`src/rtl/nibble_add_seq_if.sv`:
```
// ============================================================================
// Module      : nibble_add_seq_if
// Description : Operand/result handshake bundle for the nibble add sequencer.
// Revision    : 1.0 - initial release
// ============================================================================
`default_nettype none

interface nibble_add_seq_if #(
    parameter int WIDTH = 16
);
    logic             in_valid;
    logic             in_ready;
    logic [WIDTH-1:0] A;
    logic [WIDTH-1:0] B;
    logic             Cin;
    logic             SUB;
    logic             out_valid;
    logic             out_ready;
    logic [WIDTH-1:0] S;
    logic             Cout;
    logic             OVF;

    modport master (
        output in_valid, A, B, Cin, SUB, out_ready,
        input  in_ready, out_valid, S, Cout, OVF
    );

    modport slave (
        input  in_valid, A, B, Cin, SUB, out_ready,
        output in_ready, out_valid, S, Cout, OVF
    );
endinterface

`default_nettype wire

```
`src/rtl/nibble_add_seq.sv`:
```
// ============================================================================
// Module      : nibble_add_seq
// Description : WIDTH-bit add/subtract, one nibble per clock through an
//               external 4-bit adder slice, carry held between cycles.
// Revision    : 1.0 - initial release
// ============================================================================
`default_nettype none

module nibble_add_seq #(
    parameter int WIDTH = 16
) (
    input  wire logic        clk,
    input  wire logic        rst,
    nibble_add_seq_if.slave  bus,
    output logic [3:0]       add_a,
    output logic [3:0]       add_b,
    output logic             add_cin,
    input  wire logic [3:0]  add_sum,
    input  wire logic        add_cout,
    output logic             busy
);

    localparam int NIB  = WIDTH / 4;
    localparam int c_IW = (NIB > 1) ? $clog2(NIB) : 1;
    localparam logic [c_IW-1:0] c_LAST = c_IW'(NIB - 1);

    localparam logic [1:0] c_IDLE = 2'd0;
    localparam logic [1:0] c_RUN  = 2'd1;
    localparam logic [1:0] c_DONE = 2'd2;

    logic [1:0]       r_state;
    logic [1:0]       w_state_nxt;
    logic [WIDTH-1:0] r_a;
    logic [WIDTH-1:0] r_b;
    logic [WIDTH-1:0] r_s;
    logic             r_carry;
    logic             r_cout;
    logic             r_ovf;
    logic [c_IW-1:0]  r_idx;
    logic [c_IW+1:0]  w_base;
    logic             w_in_ready;
    logic             w_out_valid;
    logic             w_last;

    assign w_base = {r_idx, 2'b00};
    assign w_last = (r_idx == c_LAST);

    always_ff @(posedge clk or posedge rst) begin
        if (rst) begin
            r_state <= c_IDLE;
        end else begin
            r_state <= w_state_nxt;
        end
    end

    always_comb begin
        w_state_nxt = r_state;
        w_in_ready  = 1'b0;
        w_out_valid = 1'b0;
        busy        = 1'b0;
        add_a       = 4'd0;
        add_b       = 4'd0;
        add_cin     = 1'b0;
        case (r_state)
            c_IDLE: begin
                w_in_ready = 1'b1;
                if (bus.in_valid) begin
                    w_state_nxt = c_RUN;
                end
            end
            c_RUN: begin
                busy    = 1'b1;
                add_a   = r_a[w_base +: 4];
                add_b   = r_b[w_base +: 4];
                add_cin = r_carry;
                if (w_last) begin
                    w_state_nxt = c_DONE;
                end
            end
            c_DONE: begin
                busy        = 1'b1;
                w_out_valid = 1'b1;
                if (bus.out_ready) begin
                    w_state_nxt = c_IDLE;
                end
            end
            default: begin
                w_state_nxt = c_IDLE;
            end
        endcase
    end

    // B is stored already inverted for subtraction so the RUN datapath is add-only
    always_ff @(posedge clk or posedge rst) begin
        if (rst) begin
            r_a     <= '0;
            r_b     <= '0;
            r_s     <= '0;
            r_carry <= 1'b0;
            r_cout  <= 1'b0;
            r_ovf   <= 1'b0;
            r_idx   <= '0;
        end else begin
            case (r_state)
                c_IDLE: begin
                    if (bus.in_valid) begin
                        r_a     <= bus.A;
                        r_b     <= bus.SUB ? ~bus.B : bus.B;
                        r_carry <= bus.SUB | bus.Cin;
                        r_idx   <= '0;
                    end
                end
                c_RUN: begin
                    r_s[w_base +: 4] <= add_sum;
                    r_carry          <= add_cout;
                    r_idx            <= r_idx + c_IW'(1);
                    if (w_last) begin
                        r_cout <= add_cout;
                        r_ovf  <= (add_a[3] == add_b[3]) && (add_sum[3] != add_a[3]);
                        r_idx  <= '0;
                    end
                end
                default: begin
                end
            endcase
        end
    end

    assign bus.in_ready  = w_in_ready;
    assign bus.out_valid = w_out_valid;
    assign bus.S         = r_s;
    assign bus.Cout      = r_cout;
    assign bus.OVF       = r_ovf;

endmodule

`default_nettype wire
```
`src/flat_wrapper.sv`:
```
// flat-port wrapper written by rule: the top's interface ports become plain ports
module nibble_add_seq_flat 
#(
    parameter int WIDTH = 16
)
  (clk, rst, add_a, add_b, add_cin, add_sum, add_cout, busy, bus_in_valid, bus_A, bus_B, bus_Cin, bus_SUB, bus_out_ready, bus_in_ready, bus_out_valid, bus_S, bus_Cout, bus_OVF);
  nibble_add_seq_if #(.WIDTH(WIDTH)) bus_i ();
  input  wire logic clk;
  input  wire logic rst;
  output logic [3:0] add_a;
  output logic [3:0] add_b;
  output logic add_cin;
  input  wire logic [3:0] add_sum;
  input  wire logic add_cout;
  output logic busy;
  input wire logic [$bits(bus_i.in_valid)-1:0] bus_in_valid;
  input wire logic [$bits(bus_i.A)-1:0] bus_A;
  input wire logic [$bits(bus_i.B)-1:0] bus_B;
  input wire logic [$bits(bus_i.Cin)-1:0] bus_Cin;
  input wire logic [$bits(bus_i.SUB)-1:0] bus_SUB;
  input wire logic [$bits(bus_i.out_ready)-1:0] bus_out_ready;
  output wire logic [$bits(bus_i.in_ready)-1:0] bus_in_ready;
  output wire logic [$bits(bus_i.out_valid)-1:0] bus_out_valid;
  output wire logic [$bits(bus_i.S)-1:0] bus_S;
  output wire logic [$bits(bus_i.Cout)-1:0] bus_Cout;
  output wire logic [$bits(bus_i.OVF)-1:0] bus_OVF;
  assign bus_i.in_valid = bus_in_valid;
  assign bus_i.A = bus_A;
  assign bus_i.B = bus_B;
  assign bus_i.Cin = bus_Cin;
  assign bus_i.SUB = bus_SUB;
  assign bus_i.out_ready = bus_out_ready;
  assign bus_in_ready = bus_i.in_ready;
  assign bus_out_valid = bus_i.out_valid;
  assign bus_S = bus_i.S;
  assign bus_Cout = bus_i.Cout;
  assign bus_OVF = bus_i.OVF;
  nibble_add_seq #(.WIDTH(WIDTH)) u_core (.clk(clk), .rst(rst), .bus(bus_i), .add_a(add_a), .add_b(add_b), .add_cin(add_cin), .add_sum(add_sum), .add_cout(add_cout), .busy(busy));
endmodule
```
`config.mk`:
```
export PLATFORM = sky130hd
export DESIGN_NAME = nibble_add_seq_flat
export DESIGN_NICKNAME = d
export VERILOG_FILES = /design/src/rtl/nibble_add_seq_if.sv /design/src/rtl/nibble_add_seq.sv /design/src/flat_wrapper.sv
export SDC_FILE = /design/constraint.sdc
export NUM_CORES = 1
export LEC_CHECK = 0
export ABC_CLOCK_PERIOD_IN_PS = 2450
export BUFFER_PORTS_ARGS = -buffer_cell sky130_fd_sc_hd__buf_2
export CORE_ASPECT_RATIO = 0.6
export CORE_UTILIZATION = 54
export CTS_BUF_LIST = sky130_fd_sc_hd__clkbuf_8
export DETAILED_ROUTE_END_ITERATION = 8
export PLACE_DENSITY_LB_ADDON = 0.12
export SYNTH_ARGS = -nofsm -noshare
export SYNTH_HDL_FRONTEND = slang
export SYNTH_SLANG_ARGS = --single-unit
```
`constraint.sdc`:
```
create_clock -name clk -period 2.45 [get_ports clk]
set_input_delay 0.49 -clock clk [delete_from_list [all_inputs] [get_ports clk]]
set_output_delay 0.49 -clock clk [all_outputs]
set_load 0.01 [all_outputs]
```
# --- Word level (Yosys, flattened, before mapping) ---
# Index checks and enable logic that the tools add are counted.
op_classes:
  addsub: 2
  reduce_logical: 8
  n_shift: 4
  muxes: 17
  bitwise_logic: 2
  eq_ne: 8
op_table:
  columns: ["cell", "n"]
  rows:
  - ["$shiftx A16 B5 Y4", 2]
  - ["$bwmux W16", 1]
  - ["$mux W16", 1]
  - ["$not A16 Y16", 1]
  - ["$shift A4 B6 Y16 const A", 1]
  - ["$shiftx A4 B6 Y16", 1]
  - ["$mux W2", 5]
  - ["$mux W4", 2]
  - ["$neg A4 Y6", 1]
  - ["$pmux W2 S3", 1]
  - ["$reduce_and A2 Y1", 3]
  - ["$mux W1", 5]
  - ["$eq A2 B2 Y1 const B", 2]
  - ["$ne A2 B2 Y1 const B", 2]
  - ["$pmux W2 S2", 1]
  - ["$reduce_and A3 Y1", 1]
  - ["$add A2 B1 Y2 const B", 1]
  - ["$eq A2 B1 Y1 const B", 1]
  - ["$logic_not A2 Y1", 1]
  - ["$ne A2 B1 Y1 const B", 1]
  - ["$pmux W1 S2", 1]
  - ["$reduce_bool A2 Y1", 1]
  - ["$reduce_or A2 Y1", 1]
  - ["$eq A1 B1 Y1", 1]
  - ["other kinds (3)", 3]
totals:
  in_bits: 43
  out_inout_bits: 30
  ff_bits: 55
  wordCells: 49

# --- Logic depth before layout (Yosys ltp) ---
logic_depth:
  depth_word: 4
  ltp_mapped: 7
  ltp_nobuf: 6

# --- Worst setup path after synthesis ---
# Ideal clock, no wire load.
synth_timing:
  path_type: "reg2out"
  startpoint: "register u_core.r_idx[0]"
  endpoint: "output add_b[2]"
  required_time_ns: 1.960
  path_buffers: 2
  setup_slack_ns: 0.545
  t_arrival_ns: 1.415
  path_stages_with_launch: 5
  cell_sequence: "dfrtp_1 > buf_6 > buf_2 > mux4_2 > and2_1"
synth_between:
  elab_chain_cells: 2
synth_rtl:
  columns: ["item", "line_no", "text"]
  rows:
  - ["start: declaration", "nibble_add_seq.sv:39", "logic [c_IW-1:0] r_idx;"]
  - ["start signal: assignment", "nibble_add_seq.sv:116", "r_idx <= r_idx + c_IW'(1);"]
  - ["$shiftx A16 B5 Y4", "nibble_add_seq.sv:74", "add_b = r_b[w_base +: 4];"]
  - ["$mux W4", "nibble_add_seq.sv:64", "case (r_state)"]
  - ["end: declaration", "flat_wrapper.sv:11", "output logic [3:0] add_b;"]
# Every way passes these cells.

# --- Worst setup path after layout ---
layout_timing:
  startpoint: "register u_core.r_idx[1]"
  endpoint: "output add_b[1]"
# Same word-level chain as after synthesis.

==> flow_summary.html <==
<table>
<tr><th>Metric</th><th>Value</th></tr>
<tr><th colspan="2">Finish</th></tr>
<tr><td>Ratio of cells with drive above 1 in the final layout</td><td>37.5%</td></tr>
<tr><td>Layout Utilization</td><td>69.4%</td></tr>
<tr><td>Nets@finish</td><td>359</td></tr>
<tr><td>Layout-stage area growth over the synthesis result</td><td>20.9%</td></tr>
<tr><td>Antenna diode count</td><td>0</td></tr>
<tr><th colspan="2">Yosys</th></tr>
<tr><td>Net count of the mapped netlist</td><td>282</td></tr>
<tr><td>Adder-cell share of the synthesized area</td><td>4.68%</td></tr>
<tr><td>Library cell with the highest instance count after synthesis</td><td>sky130_fd_sc_hd__dfrtp_1</td></tr>
<tr><td>Average size of a mapped cell</td><td>11.7 um2</td></tr>
<tr><td>Most common library cells after synthesis</td><td>sky130_fd_sc_hd__dfrtp_1, sky130_fd_sc_hd__nand2_1, sky130_fd_sc_hd__o21ai_0, sky130_fd_sc_hd__mux2_2, sky130_fd_sc_hd__xnor2_1</td></tr>
<tr><td>Ys async rst share</td><td>100%</td></tr>
<tr><td>Main combinational cell family by area after synthesis</td><td>multiplexers</td></tr>
<tr><td>Post-synth EDFFs</td><td>0</td></tr>
<tr><td>Post-synthesis simple-gate area fraction</td><td>10.2%</td></tr>
<tr><td>Total of warnings raised by yosys</td><td>0</td></tr>
<tr><td>Synthesized area</td><td>2680 um2</td></tr>
<tr><td>XOR/XNOR Fraction of Synth Area</td><td>5.24%</td></tr>
<tr><td>Number of flip-flops and latches in the synthesized netlist</td><td>55</td></tr>
<tr><td>Count of cell types in the netlist</td><td>32</td></tr>
<tr><td>Compound-Gate Fraction of Synth Area</td><td>10.6%</td></tr>
<tr><td>Post-synthesis cell count</td><td>229</td></tr>
<tr><td>Mux contribution to synthesized area</td><td>14.5%</td></tr>
<tr><td>Area leader, netlist</td><td>sky130_fd_sc_hd__dfrtp_1</td></tr>
<tr><td>Sequential cell area fraction in the yosys report</td><td>51.4%</td></tr>
<tr><td>Leading register cell type out of synthesis</td><td>sky130_fd_sc_hd__dfrtp_1</td></tr>
<tr><td>Top cells by area, synth</td><td>sky130_fd_sc_hd__dfrtp_1, sky130_fd_sc_hd__mux2_2, sky130_fd_sc_hd__xnor2_1, sky130_fd_sc_hd__nand2_1, sky130_fd_sc_hd__ha_1</td></tr>
<tr><td>Portion of synthesized cell area occupied by the leading cell type</td><td>51.4%</td></tr>
<tr><th colspan="2">Pwr</th></tr>
<tr><td>Power density of the placed cells</td><td>1140 nW/um2</td></tr>
<tr><td>Net Sw Power</td><td>1.32 mW</td></tr>
<tr><td>Internal Dissipation</td><td>2.37 mW</td></tr>
<tr><td>Worst voltage drop across the vdd grid</td><td>0.000533 V</td></tr>
<tr><td>Clock network fraction of design power</td><td>14.4%</td></tr>
<tr><td>Part of the total power dissipated in sequential elements</td><td>41.8%</td></tr>
<tr><td>PnR Total Power</td><td>3.69 mW</td></tr>
<tr><td>Switching power share of the total</td><td>35.8%</td></tr>
<tr><td>Share of power burned in combinational logic</td><td>43.8%</td></tr>
<tr><td>Static Leakage</td><td>1.57 nW</td></tr>
<tr><th colspan="2">Outcome</th></tr>
<tr><td>Result of the run</td><td>finished, final reports clean</td></tr>
<tr><th colspan="2">STA</th></tr>
<tr><td>Number of hold-slack violations in the final timing report</td><td>0</td></tr>
<tr><td>Crit path time final</td><td>2300 ps</td></tr>
<tr><td>Fin Clk Skew</td><td>3.90 ps</td></tr>
<tr><td>Worst slew margin relative to its limit</td><td>55.1%</td></tr>
<tr><td>Slew of the pin with the lowest slew margin</td><td>673 ps</td></tr>
<tr><td>RSZ-0062 raised after global routing</td><td>false</td></tr>
<tr><td>Final worst path period share</td><td>93.9%</td></tr>
<tr><td>Sum of negative setup slack</td><td>0 ps</td></tr>
<tr><td>Fmax</td><td>0.435 GHz</td></tr>
<tr><td>Max-slew violation total from the final report</td><td>0</td></tr>
<tr><td>Final setup vio count</td><td>0</td></tr>
<tr><th colspan="2">Floorplanning</th></tr>
<tr><td>Area of the core</td><td>4660 um2</td></tr>
<tr><td>Site row count</td><td>19</td></tr>
<tr><td>Die Wd</td><td>92.9 um</td></tr>
<tr><td>Die Ht</td><td>56.5 um</td></tr>
<tr><td>Io pins</td><td>73</td></tr>
<tr><td>Die Footprint</td><td>5250 um2</td></tr>
<tr><td>Starting density of the core</td><td>57.4%</td></tr>
<tr><th colspan="2">Global route</th></tr>
<tr><td>First-pass GRT wire length</td><td>8.62 mm</td></tr>
<tr><td>Total overflow reported by the global router</td><td>0</td></tr>
<tr><td>Maximum number of pins on one net before global-route repair</td><td>56</td></tr>
<tr><td>Number of global-route vias before repair</td><td>1780</td></tr>
<tr><td>Initial antenna violation count</td><td>0</td></tr>
<tr><td>All-layer global routing usage</td><td>21.8%</td></tr>
<tr><th colspan="2">Critical path</th></tr>
<tr><td>RR Startpoint</td><td>u_core.r_idx[1]</td></tr>
<tr><td>Destination of the worst register-to-register timing path</td><td>u_core.bus.S[15]</td></tr>
<tr><td>Setup crit start kind</td><td>register</td></tr>
<tr><td>Sort of element at the end of the critical path</td><td>primary output</td></tr>
<tr><td>Arrival time at the worst endpoint</td><td>1810 ps</td></tr>
<tr><td>Worst-case register-to-register setup slack</td><td>420 ps</td></tr>
<tr><td>Worst-path maximum fanout</td><td>10</td></tr>
<tr><td>Worst reg2reg path depth</td><td>4</td></tr>
<tr><td>Data required time at the worst endpoint</td><td>1960 ps</td></tr>
<tr><td>Crit path kind</td><td>reg2out</td></tr>
<tr><th colspan="2">Flow run</th></tr>
<tr><td>Max-cap violations</td><td>0</td></tr>
<tr><th colspan="2">Clock network</th></tr>
<tr><td>CTS root buffer</td><td>sky130_fd_sc_hd__clkbuf_8</td></tr>
<tr><td>Clk pin slew, worst setup/hold paths</td><td>90 ps</td></tr>
<tr><td>Number of setup buffers added after CTS</td><td>0</td></tr>
<tr><td>Later-pin clock latency in the skew report</td><td>300 ps</td></tr>
<tr><td>Clock sink total</td><td>55</td></tr>
<tr><td>Number of CTS-inserted buffers</td><td>5</td></tr>
<tr><td>Deepest clock path buffer count</td><td>2</td></tr>
<tr><td>CTS tree</td><td>yes</td></tr>
<tr><td>CTS H-tree lvls</td><td>2</td></tr>
<tr><td>Hold-fix buffers at CTS</td><td>0</td></tr>
<tr><td>Cells resized by post-CTS repair</td><td>1</td></tr>
<tr><th colspan="2">Place</th></tr>
<tr><td>Placer congestion estimate</td><td>0.777</td></tr>
<tr><td>Post-DP HPWL</td><td>3.83 mm</td></tr>
<tr><td>Number of input and output port buffers inserted</td><td>72</td></tr>
<tr><th colspan="2">Min path</th></tr>
<tr><td>Path category of the worst min-delay check</td><td>in2async</td></tr>
<tr><th colspan="2">Route</th></tr>
<tr><td>Detailed-route vias per instance</td><td>5.26</td></tr>
<tr><td>Post-route DRC violation count</td><td>0</td></tr>
<tr><td>Final Routed Wirelength</td><td>5.29 mm</td></tr>
<tr><td>Vias post-DR</td><td>1946</td></tr>
<tr><td>Detailed-router iteration count before antenna repair</td><td>4</td></tr>
<tr><td>Routed Antenna Nets</td><td>0</td></tr>
<tr><td>WL per Instance</td><td>14.3 um</td></tr>
<tr><td>DR iter-0 viols</td><td>62</td></tr>
</table>
-- power by group through the flow --
stage	Clock [mW]	Sequential (mW)	Combinational, mW
3_3_place_gp	0	1.55	1.58
4_1_cts	0.537	1.55	1.63
6_report	0.531	1.54	1.61
5_1_grt	0.585	1.60	1.79
3_5_place_dp	0	1.56	1.62
2_1_floorplan	0	1.49	1.15
-- how the worst max path moves through the flow --
| stage | cells past startpoint | slack (ps) | end | startpoint |
|---|---|---|---|---|
| 2_1_floorplan | 4 | 550 | add_b[2] | u_core.r_idx[0] |
| 6_report | 3 | 150 | add_b[1] | u_core.r_idx[1] |
| 3_5_place_dp | 4 | 330 | u_core.bus.S[13] | u_core.r_idx[0] |
| 3_3_place_gp | 3 | 340 | add_b[3] | u_core.r_idx[0] |
| 5_1_grt | 3 | 60 | add_b[0] | u_core.r_idx[1] |
| 4_1_cts | 3 | 130 | add_b[1] | u_core.r_idx[1] |
-- final cells by class --
class	instances	area, um2
fillers	377	1430
flip-flops and latches	55	1380
multi-input cells	154	1210
repair buffers	82	435
clock buffers	7	96.3
well taps	63	78.8
inverters	8	30.0
clock inverters	1	3.75
-- cell families (layout without fill, tap and decap cells) --
group           Yosys count  after routing
flops                    55             55
xor+xnor                 16             16
compound gates           43             43
simple gates             58             58
buf+inv                  20             98
mux                      27             27
fa+ha+maj                10             10
-- placed cells by master, fill, tap and decap left out, types with 2 or more instances in the layout --
master	count
sky130_fd_sc_hd__inv_1	8
sky130_fd_sc_hd__o31ai_1	2
sky130_fd_sc_hd__a21oi_1	3
sky130_fd_sc_hd__mux2_2	18
sky130_fd_sc_hd__and2_1	8
sky130_fd_sc_hd__o22ai_1	2
sky130_fd_sc_hd__nor2_1	2
sky130_fd_sc_hd__nand2_1	36
sky130_fd_sc_hd__mux4_2	5
sky130_fd_sc_hd__xnor2_1	16
sky130_fd_sc_hd__buf_4	10
sky130_fd_sc_hd__dfrtp_1	54
sky130_fd_sc_hd__nand2b_1	3
sky130_fd_sc_hd__o21ai_0	22
sky130_fd_sc_hd__a22o_1	10
sky130_fd_sc_hd__mux2i_1	2
sky130_fd_sc_hd__clkbuf_8	7
sky130_fd_sc_hd__ha_1	10
sky130_fd_sc_hd__nand3b_1	2
sky130_fd_sc_hd__mux4_1	2
sky130_fd_sc_hd__buf_2	72
-- through the flow --
step	worst slack, ps	instances	hold slack [ps]	area (um2)
6_report	149	370	338	3230
5_1_grt	62.7	370	407	3230
4_1_cts	130	370	384	3230
3_5_place_dp	328	362	466	3130
3_3_place_gp	343	362	457	3130
2_1_floorplan	545	229	445	2680
-- per-layer routing --
| metal | up-vias | track usage (%) | wire (um) |
|---|---|---|---|
| met1 | 925 | 34.2 | 2610 |
| li1 | 954 | - | - |
| met3 | 2 | 5.69 | 373 |
| met2 | 65 | 30.6 | 2290 |
| met4 | 0 | 4.62 | 16 |
| met5 | - | 0 | 0 |
-- flip-flops by register name, summed over array words and instances, names as in the netlist --
name             flops
u_core.r_b          16
u_core.r_idx         2
u_core.r_a          16
u_core.r_carry       1
u_core.bus.S        16
u_core.r_state       2
u_core.bus.Cout      1
u_core.bus.OVF       1
-- worst max-delay path, stage by stage (launching register included) --
cell	delay (ps)
sky130_fd_sc_hd__dfrtp_1	650
sky130_fd_sc_hd__mux4_2	550
sky130_fd_sc_hd__and2_1	170
sky130_fd_sc_hd__buf_2	140
Note: power is estimated with default switching activity, not from simulation.
